<file path="src/rtl/sudoku_candidate_scanner.sv">
// Candidate scanner for one sudoku cell: walks the row, column and box peers one per cycle,
// clearing digits seen, then reports the remaining candidate mask, its popcount and whether
// exactly one digit remains.
module sudoku_candidate_scanner #(
  parameter int unsigned BOX = 3,
  parameter int unsigned VW  = 4,
  parameter int unsigned IW  = 7
) (
  input  logic                                 clk,
  input  logic                                 rst_n,
  input  logic                                 start,
  input  logic [IW-1:0]                        cell_index,
  input  logic [BOX*BOX*BOX*BOX*VW-1:0]        board_flat,
  output logic                                 busy,
  output logic                                 done,
  output logic [BOX*BOX-1:0]                   cand_mask,
  output logic [$clog2(BOX*BOX+1)-1:0]         cand_count,
  output logic                                 single,
  output logic [VW-1:0]                        single_val,
  output logic                                 cell_filled,
  output logic                                 bad_value,
  output logic                                 range_err
);

  localparam int unsigned N  = BOX * BOX;
  localparam int unsigned NN = N * N;
  localparam int unsigned CW = $clog2(N + 1);
  localparam int unsigned XW = IW + 1;

  typedef enum logic [2:0] {StIdle, StRow, StCol, StBoxs, StFin} state_e;

  state_e          state_q;
  logic [XW-1:0]   p_q, row_q, col_q, r0_q, c0_q, tgt_q;
  logic [N-1:0]    mask_q, mask_nxt;
  logic            bad_q, bad_nxt, filled_q;
  logic            busy_q, done_q, range_q;
  logic [N-1:0]    cand_mask_q;
  logic [CW-1:0]   cand_count_q;
  logic            single_q, cell_filled_q;
  logic [VW-1:0]   single_val_q;

  // Start-time decode of the requested cell
  logic [XW-1:0]   idx_x, row_s, col_s, r0_s, c0_s;
  logic            oor;
  logic [VW-1:0]   tgt_val;

  assign idx_x   = XW'(cell_index);
  assign oor     = idx_x >= XW'(NN);
  assign row_s   = idx_x / XW'(N);
  assign col_s   = idx_x % XW'(N);
  assign r0_s    = (row_s / XW'(BOX)) * XW'(BOX);
  assign c0_s    = (col_s / XW'(BOX)) * XW'(BOX);
  // Shifting past the board yields 0, so an out-of-range index reads as empty
  assign tgt_val = VW'(board_flat >> (32'(cell_index) * VW));

  logic [XW-1:0]   peer;
  logic [VW-1:0]   peer_val;
  logic            last_peer;

  assign last_peer = (p_q == XW'(N - 1));

  // Current peer address and the mask/bad update it implies
  always_comb begin
    peer     = '0;
    mask_nxt = mask_q;
    bad_nxt  = bad_q;
    unique case (state_q)
      StRow:   peer = row_q * XW'(N) + p_q;
      StCol:   peer = p_q * XW'(N) + col_q;
      StBoxs:  peer = (r0_q + p_q / XW'(BOX)) * XW'(N) + c0_q + p_q % XW'(BOX);
      default: peer = '0;
    endcase
    peer_val = VW'(board_flat >> (32'(peer) * VW));
    if (peer != tgt_q && peer_val != '0) begin
      if (32'(peer_val) > N) begin
        bad_nxt = 1'b1;
      end else begin
        for (int k = 0; k < int'(N); k++) begin
          if (int'(peer_val) == k + 1) mask_nxt[k] = 1'b0;
        end
      end
    end
  end

  // Popcount and sole-digit lookup of the final mask
  logic [CW-1:0] cnt;
  logic [VW-1:0] sv;

  always_comb begin
    cnt = '0;
    sv  = '0;
    for (int k = 0; k < int'(N); k++) begin
      cnt = cnt + CW'(mask_q[k]);
      if (mask_q[k]) sv = VW'(k + 1);
    end
    if (cnt != CW'(1)) sv = '0;
  end

  // Control FSM with registered result outputs
  always_ff @(posedge clk or negedge rst_n) begin
    if (!rst_n) begin
      state_q       <= StIdle;
      p_q           <= '0;
      row_q         <= '0;
      col_q         <= '0;
      r0_q          <= '0;
      c0_q          <= '0;
      tgt_q         <= '0;
      mask_q        <= '0;
      bad_q         <= 1'b0;
      filled_q      <= 1'b0;
      busy_q        <= 1'b0;
      done_q        <= 1'b0;
      range_q       <= 1'b0;
      cand_mask_q   <= '0;
      cand_count_q  <= '0;
      single_q      <= 1'b0;
      single_val_q  <= '0;
      cell_filled_q <= 1'b0;
    end else begin
      done_q <= 1'b0;
      unique case (state_q)
        StIdle: begin
          if (start) begin
            range_q <= oor;
            bad_q   <= 1'b0;
            p_q     <= '0;
            if (oor) begin
              // No scan: FIN publishes an all-zero result
              mask_q   <= '0;
              filled_q <= 1'b0;
              state_q  <= StFin;
            end else begin
              row_q    <= row_s;
              col_q    <= col_s;
              r0_q     <= r0_s;
              c0_q     <= c0_s;
              tgt_q    <= idx_x;
              mask_q   <= '1;
              filled_q <= (tgt_val != '0);
              busy_q   <= 1'b1;
              state_q  <= StRow;
            end
          end
        end
        StRow, StCol, StBoxs: begin
          mask_q <= mask_nxt;
          bad_q  <= bad_nxt;
          if (last_peer) begin
            p_q <= '0;
            unique case (state_q)
              StRow:   state_q <= StCol;
              StCol:   state_q <= StBoxs;
              default: begin
                state_q <= StFin;
                busy_q  <= 1'b0;
              end
            endcase
          end else begin
            p_q <= p_q + XW'(1);
          end
        end
        StFin: begin
          cand_mask_q   <= mask_q;
          cand_count_q  <= cnt;
          single_q      <= (cnt == CW'(1));
          single_val_q  <= sv;
          cell_filled_q <= filled_q;
          done_q        <= 1'b1;
          state_q       <= StIdle;
        end
        default: state_q <= StIdle;
      endcase
    end
  end

  assign busy        = busy_q;
  assign done        = done_q;
  assign cand_mask   = cand_mask_q;
  assign cand_count  = cand_count_q;
  assign single      = single_q;
  assign single_val  = single_val_q;
  assign cell_filled = cell_filled_q;
  assign bad_value   = bad_q;
  assign range_err   = range_q;

endmodule

</file>
<file path="config.mk">
export PLATFORM = sky130hd
export DESIGN_NAME = sudoku_candidate_scanner
export DESIGN_NICKNAME = d
export VERILOG_FILES = /design/src/rtl/sudoku_candidate_scanner.sv
export SDC_FILE = /design/constraint.sdc
export NUM_CORES = 1
export LEC_CHECK = 0
export BUFFER_PORTS_ARGS = -buffer_cell sky130_fd_sc_hd__clkbuf_2
export CORE_ASPECT_RATIO = 0.9
export CORE_MARGIN = 8
export CORE_UTILIZATION = 50
export CTS_BUF_LIST = sky130_fd_sc_hd__clkbuf_8
export CTS_CLUSTER_SIZE = 40
export DETAILED_ROUTE_END_ITERATION = 10
export PLACE_DENSITY = 0.8
export SYNTH_ARGS = -nofsm -noshare
export SYNTH_HDL_FRONTEND = slang
export SYNTH_SLANG_ARGS = --single-unit
</file>
<file path="constraint.sdc">
create_clock -name clk -period 9 [get_ports clk]
set_input_delay 1.8 -clock clk [delete_from_list [all_inputs] [get_ports clk]]
set_output_delay 1.8 -clock clk [all_outputs]
set_load 0.005 [all_outputs]
</file>
==> impl_metrics.py <==
metrics = {
    "global_route": {
        "overflow": 0,
        "grt_max_degree": 95,
        "use_met3_pct": 7.043,
        "grt_usage_pct": 35.39,
        "globalRoute.busiestLayer": "met2",
        "use_met1_pct": 44.72,
        "grt_antenna_before_repair": 3,
        "grt_pass1_wl_mm": 83.12,
        "grtUsageMet2_pct": 59.35,
        "grt_pass1_vias": 14300,
    },
    "timing": {
        "final-setup-viol-count": 0,
        "hold_viol": 0,
        "hold_slack_ns": 0.4839,
        "relSlewSlack_pct": 27.28,
        "max_freq_mhz": 115.8,
        "period_share_pct": 95.99,
        "worst_pin_slew_ns": 1.088,
        "setup_ws_ns": 0.3607,
        "period_minus_slack_ns": 8.639,
        "fin_skew_ns": 0.01326,
        "slew_violations": 0,
    },
    "detailed_routing": {
        "drc": 0,
        "drtAntennaViolNets": 0,
        "wirelength_mm": 55.50,
        "dr.pass1.iters": 6,
        "routed_via_density": 6.746,
        "num_vias": 14610,
        "wl_per_cell_um": 25.64,
        "first_iter_violations": 2027,
    },
    "worst_setup_path": {
        "slowest_stage": "dfrtp_2",
        "crit_type": "reg -> reg",
        "cp_common_cell": "ha_1",
        "start_kind": "flop",
        "crit_path_max_incr_delay_ns": 0.50,
        "cp_data_required_time_ns": 9.28,
        "r2r_cells": 36,
        "cp-end-kind": "flop",
        "r2r_end": "mask_q[1]",
        "r2r_setup_slack_ns": 0.36,
        "critical_path_arrival_ns": 8.92,
        "r2r-start": "p_q[7]",
        "cp_max_fo": 15,
    },
    "hold_path": {
        "holdPathEnd": "cand_mask[5]",
        "min-delay-start": "cand_mask[5]",
        "worstHoldPathCells": 2,
        "hp-class": "reg -> reg",
    },
    "die": {
        "die_h_um": 165.2,
        "io_pins": 357,
        "core_sq_mm": 0.02426,
        "dieArea_sq_mm": 0.03001,
        "fp-row-count": 54,
        "start_util_pct": 50.95,
        "die_w_um": 181.7,
    },
    "clock_network": {
        "cts-root-buf": "clkbuf_8",
        "clock_sink_count": 76,
        "clock_latency_ns": 0.37,
        "cts_hold_buf": 0,
        "cts_buffers": 9,
        "clk_path_buf_depth": 2,
        "htree_num_levels": 3,
        "clkTransAtPathRegs_ns": 0.09,
        "cts_tree": "done",
    },
    "yosys": {
        "syn_area_sq_mm": 0.01236,
        "synth_area_per_cell_sq_um": 8.163,
        "netlist.area_leader.share_pct": 15.39,
        "ys_warn_count": 0,
        "yosys-top-cells-count": "nand2_1, o21ai_0, mux2i_1",
        "synth_ff_type": "dfrtp_1",
        "synth.area.top_cells": "dfrtp_1, mux4_2, mux2i_1",
        "synth_top_area_cell": "dfrtp_1",
        "yosysSeqAreaShare_pct": 15.39,
        "ys_seq_elements": 76,
        "synth-edff-count": 0,
        "ys_types": 107,
        "netlist_instances": 1514,
        "synth_nets": 1941,
        "async_flop_share_pct": 100.0,
    },
    "cells_and_area": {
        "final_core_util_pct": 61.86,
        "nets": 2275,
        "area_delta_synth_final_pct": 21.40,
        "n_fill_cell": 2114,
        "post_route_cells_drive_above_1_share_pct": 30.65,
    },
    "placement": {
        "place_ws_ns": -0.2732,
        "portBuffers": 356,
        "hpwl_mm": 45.81,
        "gp_congestion": 1.063,
    },
    "run_status": {
        "status": "completed",
    },
    "flow_run": {
        "max_cap_violations": 0,
    },
}
==> cells by family after synthesis <==
kind of cell               after synthesis  share of synthesized area, %
AOI/OAI and AO/OA                      479                         26.48
xor gates and xnor gates                51                         3.999
adders and majority gates               96                         11.19
buffers and inverters                  193                         6.671
DFF                                     76                         15.39
muxes                                  143                         15.94
and+or+nand+nor                        476                         20.33
==> sequential cells by signal, indices dropped and copies added (netlist names), 3 cells and up <==
name	count
state_q	3
tgt_q	7
col_q	8
single_val	4
r0_q	5
cand_mask	9
cand_count	4
mask_q	9
row_q	4
c0_q	8
p_q	8
==> critical path: cells and delay by family (launching register included) <==
family | cells | cell delay (ns)
adder cells (fa/ha/maj) | 8 | 2.65
AO/OA/AOI/OAI | 10 | 2.20
AND/OR/NAND/NOR | 9 | 1.72
buffers and inverters | 5 | 0.61
flip-flops | 1 | 0.50
XOR/XNOR | 2 | 0.45
multiplexers | 2 | 0.41
==> through the flow <==
step	cell area [sq um]	TNS, ns	instances
after floorplan	12370	0	1514
after global placement	14590	0	2133
after detailed placement	14590	-2.505	2133
after CTS	14810	0	2149
after global routing	15000	-0.03726	2164
final	15000	0	2165
==> repair_timing <==
item,in CTS,in global routing
pin swaps,0,4
buffers inserted,0,12
resized for setup,4,27
endpoints found under the setup margin,9,16
==> per-layer routing <==
layer | vias to the layer above | part of all wire, %
met4 | 0 | 4.0
met3 | 144 | 11
met2 | 1002 | 47
met1 | 6978 | 39
li1 | 6482 | -
met5 | - | 0
==> layout make-up <==
class / count / area (sq um) / area share, %
Multi-Input combinational cell: 1245 / 9772 / 65.13
Timing Repair Buffer: 435 / 2410 / 16.06
Sequential cell: 76 / 1912 / 12.74
Tap cell: 308 / 385.4 / 2.568
Inverter: 81 / 304.0 / 2.026
Clock buffer: 9 / 123.9 / 0.8256
Clock inverter: 7 / 87.58 / 0.5837
Antenna cell: 4 / 10.01 / 0.06671
==> worst max-delay path by stage <==
stage / startpoint / endpoint / slack, ns
after global routing: cell_index[5] / c0_q[7] / -0.04
final: p_q[7] / mask_q[1] / 0.36
after floorplan: cell_index[4] / c0_q[7] / 0.02
after global placement: p_q[5] / mask_q[6] / 0.11
after detailed placement: p_q[5] / mask_q[1] / -0.27
after CTS: p_q[5] / mask_q[4] / 0.06
==> cell usage in the layout (no fill, tap or decap), drive strengths merged, types with 15 or more instances in the layout <==
master / Yosys / routed
clkbuf: 64 / 364
o21ai: 147 / 147
nand2: 142 / 142
mux2i: 90 / 90
inv: 78 / 83
nor4: 80 / 80
buf: 48 / 80
a21oi: 77 / 77
dfrtp: 76 / 76
ha: 68 / 68
nor2: 65 / 65
a211oi: 44 / 44
nand3: 43 / 43
mux4: 42 / 42
xnor2: 38 / 38
a32oi: 30 / 30
fa: 25 / 25
nand2b: 20 / 20
nor3: 20 / 20
o211ai: 19 / 19
and3: 18 / 18
a21boi: 16 / 16
a211o: 15 / 15
nor2b: 15 / 15
Power is left out: the tool's default activity adds up to more than one toggle a clock period on the data nets, which glitch-free logic cannot reach.
